===== src/rtl/plic_vec_pkg.sv =====
// Shared constants and state encoding for the vectored external-interrupt controller.
// CSR addresses, the vector table base and the one-hot state codes live here.
package plic_vec_pkg;

    localparam logic [11:0] CSR_MSTATUS    = 12'h300;
    localparam logic [11:0] CSR_MEPC       = 12'h341;
    localparam logic [11:0] CSR_MCAUSE     = 12'h342;
    localparam logic [31:0] PLIC_ADDR_BASE = 32'h0000_0800;

    typedef enum logic [4:0] {
        PLIC_S_IDLE    = 5'b00001,
        PLIC_S_MEPC    = 5'b00010,
        PLIC_S_MSTATUS = 5'b00100,
        PLIC_S_MCAUSE  = 5'b01000,
        PLIC_S_ASSERT  = 5'b10000
    } plic_state_e;

    function automatic logic [31:0] csr_addr(input logic [11:0] a);
        return {20'h0, a};
    endfunction

endpackage


===== src/rtl/plic_prio_enc.sv =====
// Fixed-priority encoder: returns the lowest set index of the request vector.
// Index 0 has the highest priority; valid_o is low when no request is set.
module plic_prio_enc #(
    parameter int NUM_SRC = 8,
    parameter int ID_W    = 3
) (
    input  logic [NUM_SRC-1:0] req_i,
    output logic [ID_W-1:0]    id_o,
    output logic               valid_o
);

    // Scan from the top down so the last hit (lowest index) wins.
    always_comb begin
        id_o    = '0;
        valid_o = 1'b0;
        for (int i = NUM_SRC - 1; i >= 0; i--) begin
            if (req_i[i]) begin
                id_o    = ID_W'(i);
                valid_o = 1'b1;
            end
        end
    end

endmodule


===== src/rtl/plic_vec.sv =====
// Vectored external-interrupt controller: on accept it writes mepc, mstatus and mcause,
// then pulses int_assert_o with the vector address. Define PLIC_EDGE_TRIG_EN for edge-triggered sources.
module plic_vec
    import plic_vec_pkg::*;
#(
    parameter int          NUM_SRC    = 8,
    parameter int          ID_W       = 3,
    parameter logic [31:0] BASE_ADDR  = PLIC_ADDR_BASE,
    parameter logic [31:0] MCAUSE_VAL = 32'h8000_000B
) (
    input  logic               clk,
    input  logic               rst_n,
    input  logic [NUM_SRC-1:0] irq_i,
    input  logic [NUM_SRC-1:0] src_en_i,
    input  logic [31:0]        inst_addr_i,
    input  logic               inst_addr_valid_i,
    input  logic               mret_i,
    input  logic [31:0]        csr_mstatus_i,
    output logic               csr_we_o,
    output logic [31:0]        csr_waddr_o,
    output logic [31:0]        csr_wdata_o,
    output logic               stall_flag_o,
    output logic               int_assert_o,
    output logic [31:0]        int_addr_o,
    output logic [ID_W-1:0]    int_id_o,
    output logic               in_service_o,
    output logic [4:0]         dbg_state_o
);

    plic_state_e        state_q, state_d;
    logic [NUM_SRC-1:0] pending;
    logic [NUM_SRC-1:0] req;
    logic [ID_W-1:0]    win_id;
    logic               win_valid;
    logic               accept;
    logic               in_service_q;
    logic [ID_W-1:0]    id_q;
    logic [31:0]        addr_q;

`ifdef PLIC_EDGE_TRIG_EN
    logic [NUM_SRC-1:0] irq_prev_q;
    logic [NUM_SRC-1:0] pending_q;
    logic [NUM_SRC-1:0] clr;

    assign clr = accept ? (NUM_SRC'(1) << win_id) : '0;

    // A new edge in the same cycle as the claim of that source must survive.
    always_ff @(posedge clk or negedge rst_n) begin
        if (!rst_n) begin
            irq_prev_q <= '0;
            pending_q  <= '0;
        end else begin
            irq_prev_q <= irq_i;
            pending_q  <= (pending_q & ~clr) | (irq_i & ~irq_prev_q);
        end
    end

    assign pending = pending_q;
`else
    assign pending = irq_i;
`endif

    assign req = pending & src_en_i;

    plic_prio_enc #(
        .NUM_SRC (NUM_SRC),
        .ID_W    (ID_W)
    ) u_prio_enc (
        .req_i   (req),
        .id_o    (win_id),
        .valid_o (win_valid)
    );

    // Gated by rst_n so a held request cannot raise stall while in reset.
    assign accept = rst_n && (state_q == PLIC_S_IDLE) && win_valid && csr_mstatus_i[3]
                    && inst_addr_valid_i && !in_service_q;

    always_ff @(posedge clk or negedge rst_n) begin
        if (!rst_n) begin
            state_q <= PLIC_S_IDLE;
        end else begin
            state_q <= state_d;
        end
    end

    always_comb begin
        state_d = state_q;
        unique case (state_q)
            PLIC_S_IDLE:    if (accept) state_d = PLIC_S_MEPC;
            PLIC_S_MEPC:    state_d = PLIC_S_MSTATUS;
            PLIC_S_MSTATUS: state_d = PLIC_S_MCAUSE;
            PLIC_S_MCAUSE:  state_d = PLIC_S_ASSERT;
            PLIC_S_ASSERT:  state_d = PLIC_S_IDLE;
            default:        state_d = PLIC_S_IDLE;
        endcase
    end

    always_ff @(posedge clk or negedge rst_n) begin
        if (!rst_n) begin
            in_service_q <= 1'b0;
            id_q         <= '0;
            addr_q       <= '0;
        end else if (accept) begin
            in_service_q <= 1'b1;
            id_q         <= win_id;
            addr_q       <= inst_addr_i;
        end else if (mret_i && in_service_q) begin
            in_service_q <= 1'b0;
            id_q         <= '0;
        end
    end

    always_comb begin
        csr_we_o     = 1'b0;
        csr_waddr_o  = '0;
        csr_wdata_o  = '0;
        int_assert_o = 1'b0;
        int_addr_o   = '0;
        unique case (state_q)
            PLIC_S_MEPC: begin
                csr_we_o    = 1'b1;
                csr_waddr_o = csr_addr(CSR_MEPC);
                csr_wdata_o = addr_q;
            end
            PLIC_S_MSTATUS: begin
                csr_we_o    = 1'b1;
                csr_waddr_o = csr_addr(CSR_MSTATUS);
                csr_wdata_o = {csr_mstatus_i[31:4], 1'b0, csr_mstatus_i[2:0]};
            end
            PLIC_S_MCAUSE: begin
                csr_we_o    = 1'b1;
                csr_waddr_o = csr_addr(CSR_MCAUSE);
                csr_wdata_o = MCAUSE_VAL;
            end
            PLIC_S_ASSERT: begin
                int_assert_o = 1'b1;
                int_addr_o   = BASE_ADDR + 32'({id_q, 2'b00});
            end
            default: ;
        endcase
    end

    assign stall_flag_o = accept || (state_q != PLIC_S_IDLE);
    assign int_id_o     = in_service_q ? id_q : '0;
    assign in_service_o = in_service_q;
    assign dbg_state_o  = state_q;

endmodule

===== config.mk =====
export PLATFORM = sky130hd
export DESIGN_NAME = plic_vec
export DESIGN_NICKNAME = d
export VERILOG_FILES = /design/src/rtl/plic_vec_pkg.sv /design/src/rtl/plic_prio_enc.sv /design/src/rtl/plic_vec.sv
export SDC_FILE = /design/constraint.sdc
export NUM_CORES = 1
export LEC_CHECK = 0
export BUFFER_PORTS_ARGS = -buffer_cell sky130_fd_sc_hd__buf_4
export CORE_UTILIZATION = 35
export CTS_CLUSTER_SIZE = 10
export DETAILED_ROUTE_END_ITERATION = 10
export GPL_TIMING_DRIVEN = 0
export HOLD_SLACK_MARGIN = 0.05
export PLACE_DENSITY_LB_ADDON = 0.08
export SYNTH_ARGS = -nofsm -noshare
export SYNTH_HDL_FRONTEND = slang
export SYNTH_SLANG_ARGS = --single-unit

===== constraint.sdc =====
create_clock -name clk -period 1.9 [get_ports clk]
set_input_delay 0.38 -clock clk [delete_from_list [all_inputs] [get_ports clk]]
set_output_delay 0.38 -clock clk [all_outputs]
set_load 0.02 [all_outputs]

==> summary.md <==
| Metric | Value |
|---|---|
| Layout cells sized above 1 | approximately 64% |
| Sequential-to-total area share from yosys stat | 39.8% |
| DR vias/cell | 4.32 |
| Mapped Area | 2580 µm² |
| FF+latch count, synth | 41 |
| CP Data Arrival Time | between 1500 and 2000 ps |
| N_diodes | 0 |
| Starting Density | a little under two fifths |
| Synth Instances | between 200 and 250 |
| CTS root buffer | clkbuf_8 |
| WP data required | 1520 ps |
| Final Max Slew Viols | 0 |
| Port Buffers | approximately 140 |
| Final TNS setup | -15330 ps |
| Pre-antenna DRT Iters | 4 |
| Min Tclk post-route | about 2300 ps |
| Vias in the first global route | 2269 |
| Die X-Extent | ~90 µm |
| RePlAce Congestion | 0.757 |
| Clock transition at path regs | 90 ps |
| Clock Sinks | 41 |
| Outcome | finished, violations left |
| Core ar. | approximately 6900 µm² |
| Largest net degree at the start of global routing | 41 |
| Post-synth cell types | 33 |
| Unrepaired setup endpoints after global routing | yes |
| Worst-skew pair later-pin latency | around 300 ps |
| WL final | 7.70 mm |
| Fmax | about 440 MHz |
| Worst slack, placed | -418 ps |
| H-tree depth | 2 |
| Routed Antenna Nets | 0 |
| Area growth, synth to finish | 80.9% |
| Setup WS post-layout | -382 ps |
| GRT overflow | 0 |
| Hold WC Path Type | in -> async |
| Die Y | 87.9 µm |
| Failing checks | setup timing |
| HPWL after detailed placement | 5.21 mm |
| PD cells | about 580 nW/µm² |
| Number of CTS-inserted buffers | 5 |
| Peak VDD IR | ~520 µV |
| Vias | 2377 |
| Detailed Route Iter0 Violations | 65 |
| Final Hold Fails | 0 |
| # DRC | 0 |
| Yosys warns | 0 |
| Critical path type | reg -> out |
| Number of max-cap violations | 0 |
| Static leakage | 2.53 nW |
| Initial antenna violation count | 0 |
| Routed wire per std cell | 14.0 µm |
| Kind of start point of the critical path | flip-flop |
| Final setup skew | 8.10 ps |
| CP Capture Type | output port |
| Clk buf depth | 2 |
| Gr usage total | around a fifth |
| CTS tree | built |
| Layout Nets | around 540 |
| Setup violators final | 67 |
| CP max FO | 6 |
| Tcrit/Tclk final | 120% |
| # rows | 30 |
| I/O Pins | roughly 190 |
| Mean Syn Cell Area | 11.5 µm² |
| Die footprint | 7720 µm² |
| First-pass GRT wire length | 11.4 mm |
==> cell usage after synthesis <==
| master | number | area share [%] |
|---|---|---|
| buf_4 | 58 | 17 |
| dfrtp_1 | 40 | 39 |
| a22o_1 | 29 | 9.8 |
| mux2_2 | 17 | 7.4 |
| mux2_4 | 15 | 8.7 |
| and2_1 | 8 | 1.9 |
| nand2_1 | 8 | 1.2 |
| a22oi_1 | 5 | 1.5 |
| buf_2 | 4 | 0.78 |
| clkbuf_1 | 4 | 0.58 |
| a221o_1 | 3 | 1.2 |
| buf_6 | 3 | 1.3 |
| inv_1 | 3 | 0.44 |
| or3_1 | 3 | 0.73 |
| a32o_1 | 2 | 0.78 |
| mux2i_1 | 2 | 0.78 |
| nor3b_1 | 2 | 0.58 |
| nor3b_2 | 2 | 0.97 |
| o21ai_0 | 2 | 0.39 |
| a21o_1 | 1 | 0.29 |
| a21oi_1 | 1 | 0.19 |
| a222oi_1 | 1 | 0.39 |
| conb_1 | 1 | 0.15 |
| dfstp_2 | 1 | 1.0 |
| nand2b_1 | 1 | 0.24 |
| nand4b_1 | 1 | 0.34 |
| nor2b_1 | 1 | 0.24 |
| nor4_1 | 1 | 0.24 |
| nor4_4 | 1 | 0.82 |
| o21ai_2 | 1 | 0.34 |
| or2_2 | 1 | 0.24 |
| or3_4 | 1 | 0.44 |
| or4b_1 | 1 | 0.39 |
==> path summary, 6_finish.rpt <==
kind / slack [ps] / to / cells after the start / start
setup / recovery: -380 / csr_wdata_o[9] / 6 / dbg_state_o[0]
hold / removal: 60 / addr_q[17] / 2 / rst_n
setup reg to reg: -60 / addr_q[31] / 7 / dbg_state_o[3]
hold reg to reg: 510 / addr_q[5] / 1 / addr_q[5]
max in group asynchronous: 1190 / dbg_state_o[0] / 2 / rst_n
min in group clk: 280 / in_service_o / 2 / mret_i
==> kinds of logic after synthesis <==
group	after synthesis	share of synthesized area [%]
buffers and inverters	72	20.0
other	1	0.145
multiplexers	34	16.9
AND/OR/NAND/NOR	31	8.34
AO/OA/AOI/OAI	45	14.8
flip-flops	41	39.8
==> critical path, stage by stage (launching register included) <==
cell	delay, ps
dfstp_2	390
or3_4	410
nor3b_4	220
buf_6	180
clkbuf_16	150
a22o_1	140
buf_6	120
==> layout by cell type, fill, tap and decap left out, drive strengths merged, types with 3 or more instances in the layout <==
master | Yosys | routed
buf | 65 | 231
clkbuf | 4 | 12
inv | 3 | 3
nand2 | 8 | 8
conb | 1 | 55
dfrtp | 40 | 40
mux2 | 32 | 32
and2 | 8 | 8
o21ai | 3 | 3
a22o | 29 | 29
or3 | 4 | 4
nor3b | 4 | 4
a22oi | 5 | 5
a221o | 3 | 3
==> stage by stage <==
| stage | instance area [µm²] | total power [W] | instances | hold WS [ps] | util, % |
|---|---|---|---|---|---|
| floorplan | 2830 | 0.00175 | 278 | 84.4 | - |
| global placement | 3970 | 0.00198 | 510 | 408 | 57.2 |
| detailed placement | 3970 | 0.00200 | 510 | 410 | 57.2 |
| CTS | 4570 | 0.00270 | 544 | 62.6 | 65.8 |
| global route | 4670 | 0.00283 | 550 | 64.7 | 67.2 |
| finish | 4670 | 0.00269 | 550 | 58.6 | 67.2 |
==> sequential cells by signal, summed over array words and instances (netlist names) <==
name,flops
addr_q,32
dbg_state_o,5
id_q,3
in_service_o,1
==> where the power goes <==
group	total [W]	switching (W)	internal, W
clock	0.000644	0.000315	0.000329
combinational	0.000806	0.000305	0.000501
sequential	0.00124	0.000136	0.00111
==> metal layers <==
metal / track usage (%) / share of wire, % / vias to the layer above
met5: 0 / 0 / -
met4: 5.37 / 1.5 / 0
met3: 5.66 / 8.1 / 9
met2: 32.4 / 51 / 113
met1: 25.3 / 40 / 1105
li1: - / - / 1150
==> layout make-up <==
type | count | area (µm²)
multi-input combinational | 165 | 1300
buffer | 68 | 593
inverter | 3 | 11.3
timing repair buffer | 169 | 1520
tap | 96 | 120
fill | 581 | 2270
sequential | 41 | 1030
clock buffer | 7 | 96.3
clock inverter | 1 | 5.00
==> repair_timing <==
item | in CTS | in global routing
gates resized for setup | 66 | 9
pin swaps | 10 | 22
hold endpoints to repair | 40 | 0
setup endpoints to repair | 69 | 77
buffers inserted | 23 | 5
cloned | 2 | 2
hold buffers | 2 | 0
Note: power is estimated with default switching activity, not from simulation.
